<file path="config.mk">
export PLATFORM = sky130hd
export DESIGN_NAME = wallace_mul_pipe
export DESIGN_NICKNAME = d
export VERILOG_FILES = /design/src/rtl/wallace_mul_pkg.sv /design/src/rtl/wallace_csa32.sv /design/src/rtl/wallace_mul_pipe.sv
export SDC_FILE = /design/constraint.sdc
export NUM_CORES = 2
export LEC_CHECK = 0
export ABC_AREA = 1
export BUFFER_PORTS_ARGS = -buffer_cell sky130_fd_sc_hd__buf_2
export CORE_ASPECT_RATIO = 1.1
export CORE_MARGIN = 2
export CORE_UTILIZATION = 35
export CTS_BUF_LIST = sky130_fd_sc_hd__clkbuf_8 sky130_fd_sc_hd__clkbuf_16
export CTS_CLUSTER_SIZE = 20
export DETAILED_ROUTE_END_ITERATION = 8
export HOLD_SLACK_MARGIN = 0.1
export PLACE_DENSITY = 0.57
export SETUP_SLACK_MARGIN = 0.15
export SYNTH_ARGS = -nofsm -noshare
export SYNTH_HDL_FRONTEND = slang
export SYNTH_SLANG_ARGS = --single-unit
export TNS_END_PERCENT = 1
</file>
<file path="constraint.sdc">
create_clock -name clk -period 16.8 [get_ports clk]
set_input_delay 1.68 -clock clk [delete_from_list [all_inputs] [get_ports clk]]
set_output_delay 1.68 -clock clk [all_outputs]
set_load 0.01 [all_outputs]
</file>
<file path="src/rtl/wallace_mul_pkg.sv">
// Shared widths and tree-sizing helpers for the pipelined Wallace multiplier.
package wallace_mul_pkg;

    localparam int unsigned WA_DEF   = 24;
    localparam int unsigned WB_DEF   = 26;
    localparam int unsigned TAGW_DEF = 4;

    // Rows left after applying 'levels' 3:2 levels to 'rows' rows.
    function automatic int unsigned wallace_rows(input int unsigned rows, input int unsigned levels);
        int unsigned r;
        r = rows;
        for (int unsigned l = 0; l < levels; l++) begin
            if (r > 2) r = r - r / 3;
        end
        return r;
    endfunction

    function automatic int unsigned wallace_levels(input int unsigned rows);
        int unsigned r;
        int unsigned lv;
        r  = rows;
        lv = 0;
        while (r > 2) begin
            r  = r - r / 3;
            lv = lv + 1;
        end
        return lv;
    endfunction

    localparam int unsigned S1_LEVELS = wallace_levels(WB_DEF) / 2;

endpackage

</file>
<file path="src/rtl/wallace_csa32.sv">
// One row of full adders: three operands in, sum and left-shifted carry out.
module wallace_csa32 #(
    parameter int unsigned W = 8
) (
    input  logic [W-1:0] x,
    input  logic [W-1:0] y,
    input  logic [W-1:0] c,
    output logic [W-1:0] s,
    output logic [W-1:0] co
);

    assign s  = x ^ y ^ c;
    assign co = ((x & y) | (x & c) | (y & c)) << 1;

endmodule

</file>
<file path="src/rtl/wallace_mul_pipe.sv">
// Three-stage signed/unsigned Wallace-tree multiplier with a single global
// pipeline enable driven by the output handshake.
module wallace_mul_pipe
    import wallace_mul_pkg::*;
#(
    parameter int unsigned WA   = WA_DEF,
    parameter int unsigned WB   = WB_DEF,
    parameter int unsigned TAGW = TAGW_DEF
) (
    input  logic              clk,
    input  logic              clrn,
    input  logic              in_valid,
    output logic              in_ready,
    input  logic [WA-1:0]     a,
    input  logic [WB-1:0]     b,
    input  logic              sgn,
    input  logic [TAGW-1:0]   tag_in,
    output logic              out_valid,
    input  logic              out_ready,
    output logic [WA+WB-1:0]  z,
    output logic [TAGW-1:0]   tag_out
);

    localparam int unsigned N       = WA + WB;
    // One row per multiplier bit plus the Baugh-Wooley constant row.
    localparam int unsigned NROWS   = WB + 1;
    localparam int unsigned TOT     = wallace_levels(NROWS);
    localparam int unsigned SPLIT   = wallace_levels(WB) / 2;
    localparam int unsigned S1_ROWS = wallace_rows(NROWS, SPLIT);
    localparam logic [N-1:0] BW_CONST = (N'(1) << (WA - 1)) + (N'(1) << (WB - 1)) + (N'(1) << (N - 1));

    logic                 en;
    logic [NROWS*N-1:0]   pp;
    logic [N-1:0]         pp_row;
    logic [S1_ROWS*N-1:0] s1_d, s1_q;
    logic [2*N-1:0]       s2_d;
    logic [N-1:0]         s2_sum, s2_car;
    logic [TAGW-1:0]      s1_tag, s2_tag;
    logic                 s1_v, s2_v;

    assign en       = ~out_valid | out_ready;
    assign in_ready = en;

    // Signed mode inverts the MSB row/column products, except their crossing bit.
    always_comb begin
        pp     = '0;
        pp_row = '0;
        for (int unsigned i = 0; i < WB; i++) begin
            pp_row = '0;
            for (int unsigned j = 0; j < WA; j++) begin
                pp_row[j] = (a[j] & b[i]) ^ (sgn & ((i == WB - 1) != (j == WA - 1)));
            end
            pp[i*N +: N] = pp_row << i;
        end
        pp[WB*N +: N] = sgn ? BW_CONST : '0;
    end

    for (genvar l = 0; l < TOT; l++) begin : g_lvl
        localparam int unsigned R  = wallace_rows(NROWS, l);
        localparam int unsigned G  = R / 3;
        localparam int unsigned RN = R - G;

        logic [R*N-1:0]  din;
        logic [RN*N-1:0] dout;

        if (l == 0) begin : g_src
            assign din = pp;
        end else if (l == SPLIT) begin : g_src
            assign din = s1_q;
        end else begin : g_src
            assign din = g_lvl[l-1].dout;
        end

        for (genvar g = 0; g < G; g++) begin : g_csa
            wallace_csa32 #(.W(N)) u_csa (
                .x  (din[(3*g)*N +: N]),
                .y  (din[(3*g+1)*N +: N]),
                .c  (din[(3*g+2)*N +: N]),
                .s  (dout[(2*g)*N +: N]),
                .co (dout[(2*g+1)*N +: N])
            );
        end

        if (R % 3 != 0) begin : g_pass
            assign dout[RN*N-1 : 2*G*N] = din[R*N-1 : 3*G*N];
        end
    end

    assign s1_d = g_lvl[SPLIT-1].dout;
    assign s2_d = g_lvl[TOT-1].dout;

    always_ff @(posedge clk or negedge clrn) begin
        if (!clrn) begin
            s1_v      <= 1'b0;
            s2_v      <= 1'b0;
            out_valid <= 1'b0;
            z         <= '0;
            tag_out   <= '0;
        end else if (en) begin
            s1_v      <= in_valid & in_ready;
            s2_v      <= s1_v;
            out_valid <= s2_v;
            z         <= s2_sum + s2_car;
            tag_out   <= s2_tag;
        end
    end

    always_ff @(posedge clk) begin
        if (en) begin
            s1_q   <= s1_d;
            s1_tag <= tag_in;
            s2_sum <= s2_d[N-1:0];
            s2_car <= s2_d[2*N-1:N];
            s2_tag <= s1_tag;
        end
    end

endmodule

</file>
# Word level (Yosys, flattened, before mapping)
# Index checks and enable logic that the tools add are counted.
# W data, S select, Z words.
[totals]
elab_cells = 862
regBits = 560
inputBits = 59
[classes]
bitwise = 850
add_sub_neg = 1
muxes = 1
[ops]
columns = ["cell", "count"]
rows = [
  ["$and A49 B49 Y49", 49],
  ["$or A49 B49 Y49", 42],
  ["$xor A50 B50 Y50", 32],
  ["$and A1 B1 Y1", 625],
  ["$and A48 B49 Y49", 2],
  ["$add A50 B50 Y50", 1],
  ["$mux W50", 1],
  ["$xor A49 B50 Y50", 1],
  ["$or A49 B26 Y49", 1],
  ["$or A49 B29 Y49", 1],
  ["$or A49 B32 Y49", 1],
  ["$or A49 B35 Y49", 1],
  ["$or A49 B38 Y49", 1],
  ["$or A49 B41 Y49", 1],
  ["$or A49 B44 Y49", 1],
  ["$or A49 B47 Y49", 1],
  ["$xor A48 B49 Y49", 1],
  ["$xor A1 B1 Y1", 48],
  ["$and A45 B47 Y47", 1],
  ["$and A46 B47 Y47", 1],
  ["$xor A46 B47 Y47", 1],
  ["$and A45 B46 Y46", 1],
  ["$xor A45 B46 Y46", 1],
  ["$and A42 B44 Y44", 1],
  ["other kinds (36)", 36],
]

# Longest topological paths before layout
[logic_depth]
depth_word = 12
mapped_depth = 15
ltp_nobuf = 15

# Modules after synthesis
# From an unflattened synthesis, not the netlist that was laid out.
[hier_totals]
cells_unflattened = 4486
area_unflattened_um2 = 52708.1
[by_module_without_submodules]
columns = ["mod", "n_inst", "area_per_inst_um2", "cells_each"]
rows = [
  ["wallace_mul_pipe", 1, 27027.2, 2986],
  ["wallace_csa32", 25, 1027.2, 60],
]

# Least setup slack after synthesis
# Ideal clock, no wire load.
[synth_timing]
kind = "input port to output port"
from = "input port out_ready"
to = "output port in_ready"
path_stages = 4
slack_ps = 3954
required_ps = 15120
t_arrival_ps = 11166
n_path_buf = 2
path_cell_list = "nor2_1 -> clkbuf_1 -> inv_1 -> clkbuf_1"
[synth_via]
elab_chain_len = 1
[synth_rtl]
columns = ["item", "line_no", "rtl"]
rows = [
  ["start, declared", "wallace_mul_pipe.sv:19", "input logic out_ready,"],
  ["$or A1 B1 Y1", "wallace_mul_pipe.sv:41", "assign en = ~out_valid | out_ready;"],
  ["end, declared", "wallace_mul_pipe.sv:13", "output logic in_ready,"],
]
# No other way between the ends.

# Worst setup path in the final report
# Same ends and word-level chain as after synthesis.

==> reports/metrics.yaml <==
status: "completed"
cp.required_ps: 15120
tightest_slew_ps: 1010
clock_tree.root_cell: "clkbuf_16"
placement.io_buffers: 114
vias_per_cell: 4.55
htreeDepth: 2
die_w_microns: 301
final_common_cell: "nand2_1"
synth_cells: 3489
synth-seq-area-share: 0.335
dp.cells: 4739
path_max_fanout: 88
postCtsSetupBuffers: 0
yosys_warnings: 0
globalplace.congestion: 0.867
end_kind: "output pin"
combPwrFrac: 0.567
placed_cell_area_sq_um: 35600
layout_worst_path_cycle_share: 0.293
critPathKind: "primary input to output pin"
wl_mm: 84.4
synth_seq_cells: 387
p_int_uw: 3860
num-fill-cells: 9511
initial_utilization: 0.353
clock_latency_ps: 600
detail-route-antenna-nets: 0
drv_cap: 0
antenna_found_initial: 14
finalHoldViolCount: 0
switchingPower_uw: 2970
switching_share: 0.435
most-common-layout-cells: "nand2_1 (1011), inv_1 (953), fa_1 (532)"
place_hpwl_mm: 62.4
chipHeight_microns: 330
worstPathArrival_ps: 3250
p_clk_frac: 0.138
hold_class: "flip-flop to flip-flop"
min-delay-start: "g_lvl[3].din[3]"
slew_viol_final: 0
multiInputGateArea_sq_um: 18400
cts.clk_slew.worst_paths_ps: 60
drive_gt1_frac: 0.0601
die_area_sq_um: 99300
grt-ovfl-total: 0
r2r_start: "out_valid"
leakage_uw: 0.0195
irDropWorstVdd_uv: 97.5
num_rows: 119
tns_ps: 0
final_nets: 4286
final_util: 0.385
cts_tree: "built"
final_cells: 4820
grt_pass1_wl_mm: 133
setup_violations: 0
cts_made_buffers: 44
synthesis.nets: 4260
design_area_sq_um: 37000
critPathLaunchType: "primary input"
vias: 21900
grt_max_degree: 89
wl_per_cell_microns: 17.5
synth_area_per_cell_sq_um: 9.71
syn-cell-area_sq_um: 33900
postCtsHoldBufs: 0
groute.usage.overall: 0.176
register_area_sq_um: 11300
syn_to_final_growth_pct: 9.13
fmax_ghz: 0.203
max_slew_margin: 0.326
p_total_uw: 6830
initialDrtViolationCount: 1238
synth.distinct_cells: 30
io-pin-count: 115
drc_errors: 0
coreArea_sq_um: 95900
ctsResizeCount: 0
cts_sinks: 387
powerDensity_nw_per_um2: 185
drt_pass1_iterations: 6
cp-startpoint: "out_ready"
fin_skew_ps: 26.5
cts.path.max_buffers: 3
pwr-share-seq: 0.296
post-route-min-period_ps: 4930
grt_pass1_vias: 23500
rsz0062_at_grt: "no"
## metal layers
layer | GRT usage | vias to the layer above | part of all wire
met4 | 0.0569 | 24 | 0.031
met1 | 0.230 | 10900 | 0.43
met5 | 0 | - | 0.0015
met3 | 0.0424 | 178 | 0.073
met2 | 0.289 | 643 | 0.46
li1 | - | 10200 | -
## kinds of logic after synthesis
| group | Yosys count | share of synthesized area |
|---|---|---|
| buffers and inverters | 1086 | 0.121 |
| XOR/XNOR | 69 | 0.0178 |
| AND/OR/NAND/NOR | 1170 | 0.136 |
| adder cells (fa/ha/maj) | 712 | 0.381 |
| AO/OA/AOI/OAI | 65 | 0.0101 |
| flip-flops | 387 | 0.335 |
## registers in the layout (all words and copies together), names as in the netlist
signal     cells
g_lvl.din    230
out_valid      1
s1_tag         4
s1_v           1
s2_car        42
s2_sum        50
s2_tag         4
s2_v           1
tag_out        4
z             50
## critical path: stages
cell,delay (ps)
buf_2,110
nor2_4,80
buf_4,590
inv_8,390
buf_2,290
## power by group through the flow
| stage | logic (uW) | registers, uW | clock network [uW] |
|---|---|---|---|
| after global placement | 3830 | 2040 | 0 |
| after floorplan | 2520 | 2070 | 0 |
| final | 3870 | 2020 | 941 |
| after detailed placement | 3930 | 2040 | 0 |
| after CTS | 3950 | 2030 | 970 |
| after global routing | 4520 | 2070 | 1000 |
## synthesized netlist by cell type
| library cell | number | share of area |
|---|---|---|
| xnor2_1 | 18 | 0.0047 |
| nor2_2 | 5 | 0.00092 |
| xor2_1 | 51 | 0.013 |
| nor3_1 | 1 | 0.00015 |
| or2_2 | 3 | 0.00055 |
| ha_1 | 180 | 0.067 |
| fa_1 | 532 | 0.31 |
| a21oi_1 | 31 | 0.0046 |
| or2_0 | 1 | 0.00018 |
| o21ai_1 | 3 | 0.00044 |
| nand3b_1 | 2 | 0.00044 |
| clkbuf_1 | 131 | 0.015 |
| nand3_1 | 51 | 0.0075 |
| o21ai_0 | 22 | 0.0033 |
| nand2_2 | 8 | 0.0015 |
| nand2_1 | 1011 | 0.11 |
| or2_1 | 3 | 0.00055 |
| nor2_4 | 2 | 0.00067 |
| o21bai_1 | 4 | 0.00089 |
| inv_1 | 944 | 0.10 |
| edfxtp_1 | 330 | 0.29 |
| a31oi_1 | 4 | 0.00074 |
| nand3_2 | 8 | 0.0024 |
| buf_2 | 8 | 0.0012 |
| and2_1 | 4 | 0.00074 |
| nor2_1 | 70 | 0.0078 |
| nand4_1 | 1 | 0.00018 |
| dfrtp_1 | 57 | 0.042 |
| buf_1 | 3 | 0.00033 |
| a21o_1 | 1 | 0.00022 |
## area by class of cell
| class | instances | area share |
|---|---|---|
| Antenna cell | 3 | 0.000203 |
| Inverter | 944 | 0.0961 |
| Tap cell | 1270 | 0.0430 |
| Timing Repair Buffer | 122 | 0.0171 |
| Clock inverter | 27 | 0.00440 |
| Multi-Input combinational cell | 2016 | 0.499 |
| Sequential cell | 387 | 0.307 |
| Clock buffer | 51 | 0.0333 |
## stage by stage
step | hold slack (ps) | setup WS (ps)
CTS | 420 | 11860
global route | 438 | 11740
global placement | 403 | 11810
finish | 419 | 11870
floorplan | 400 | 3950
detailed placement | 408 | 11780
## worst paths after layout
check	slack, ps	cells past startpoint	endpoint
hold / removal	420	0	s2_sum[3]
setup / recovery	11870	5	in_ready
setup reg to reg	13200	6	g_lvl[3].din[110]
max in group asynchronous	15050	2	tag_out[0]
hold reg to reg	420	0	s2_sum[3]
min in group asynchronous	1210	2	z[3]
Power figures use the tool's default switching activity.
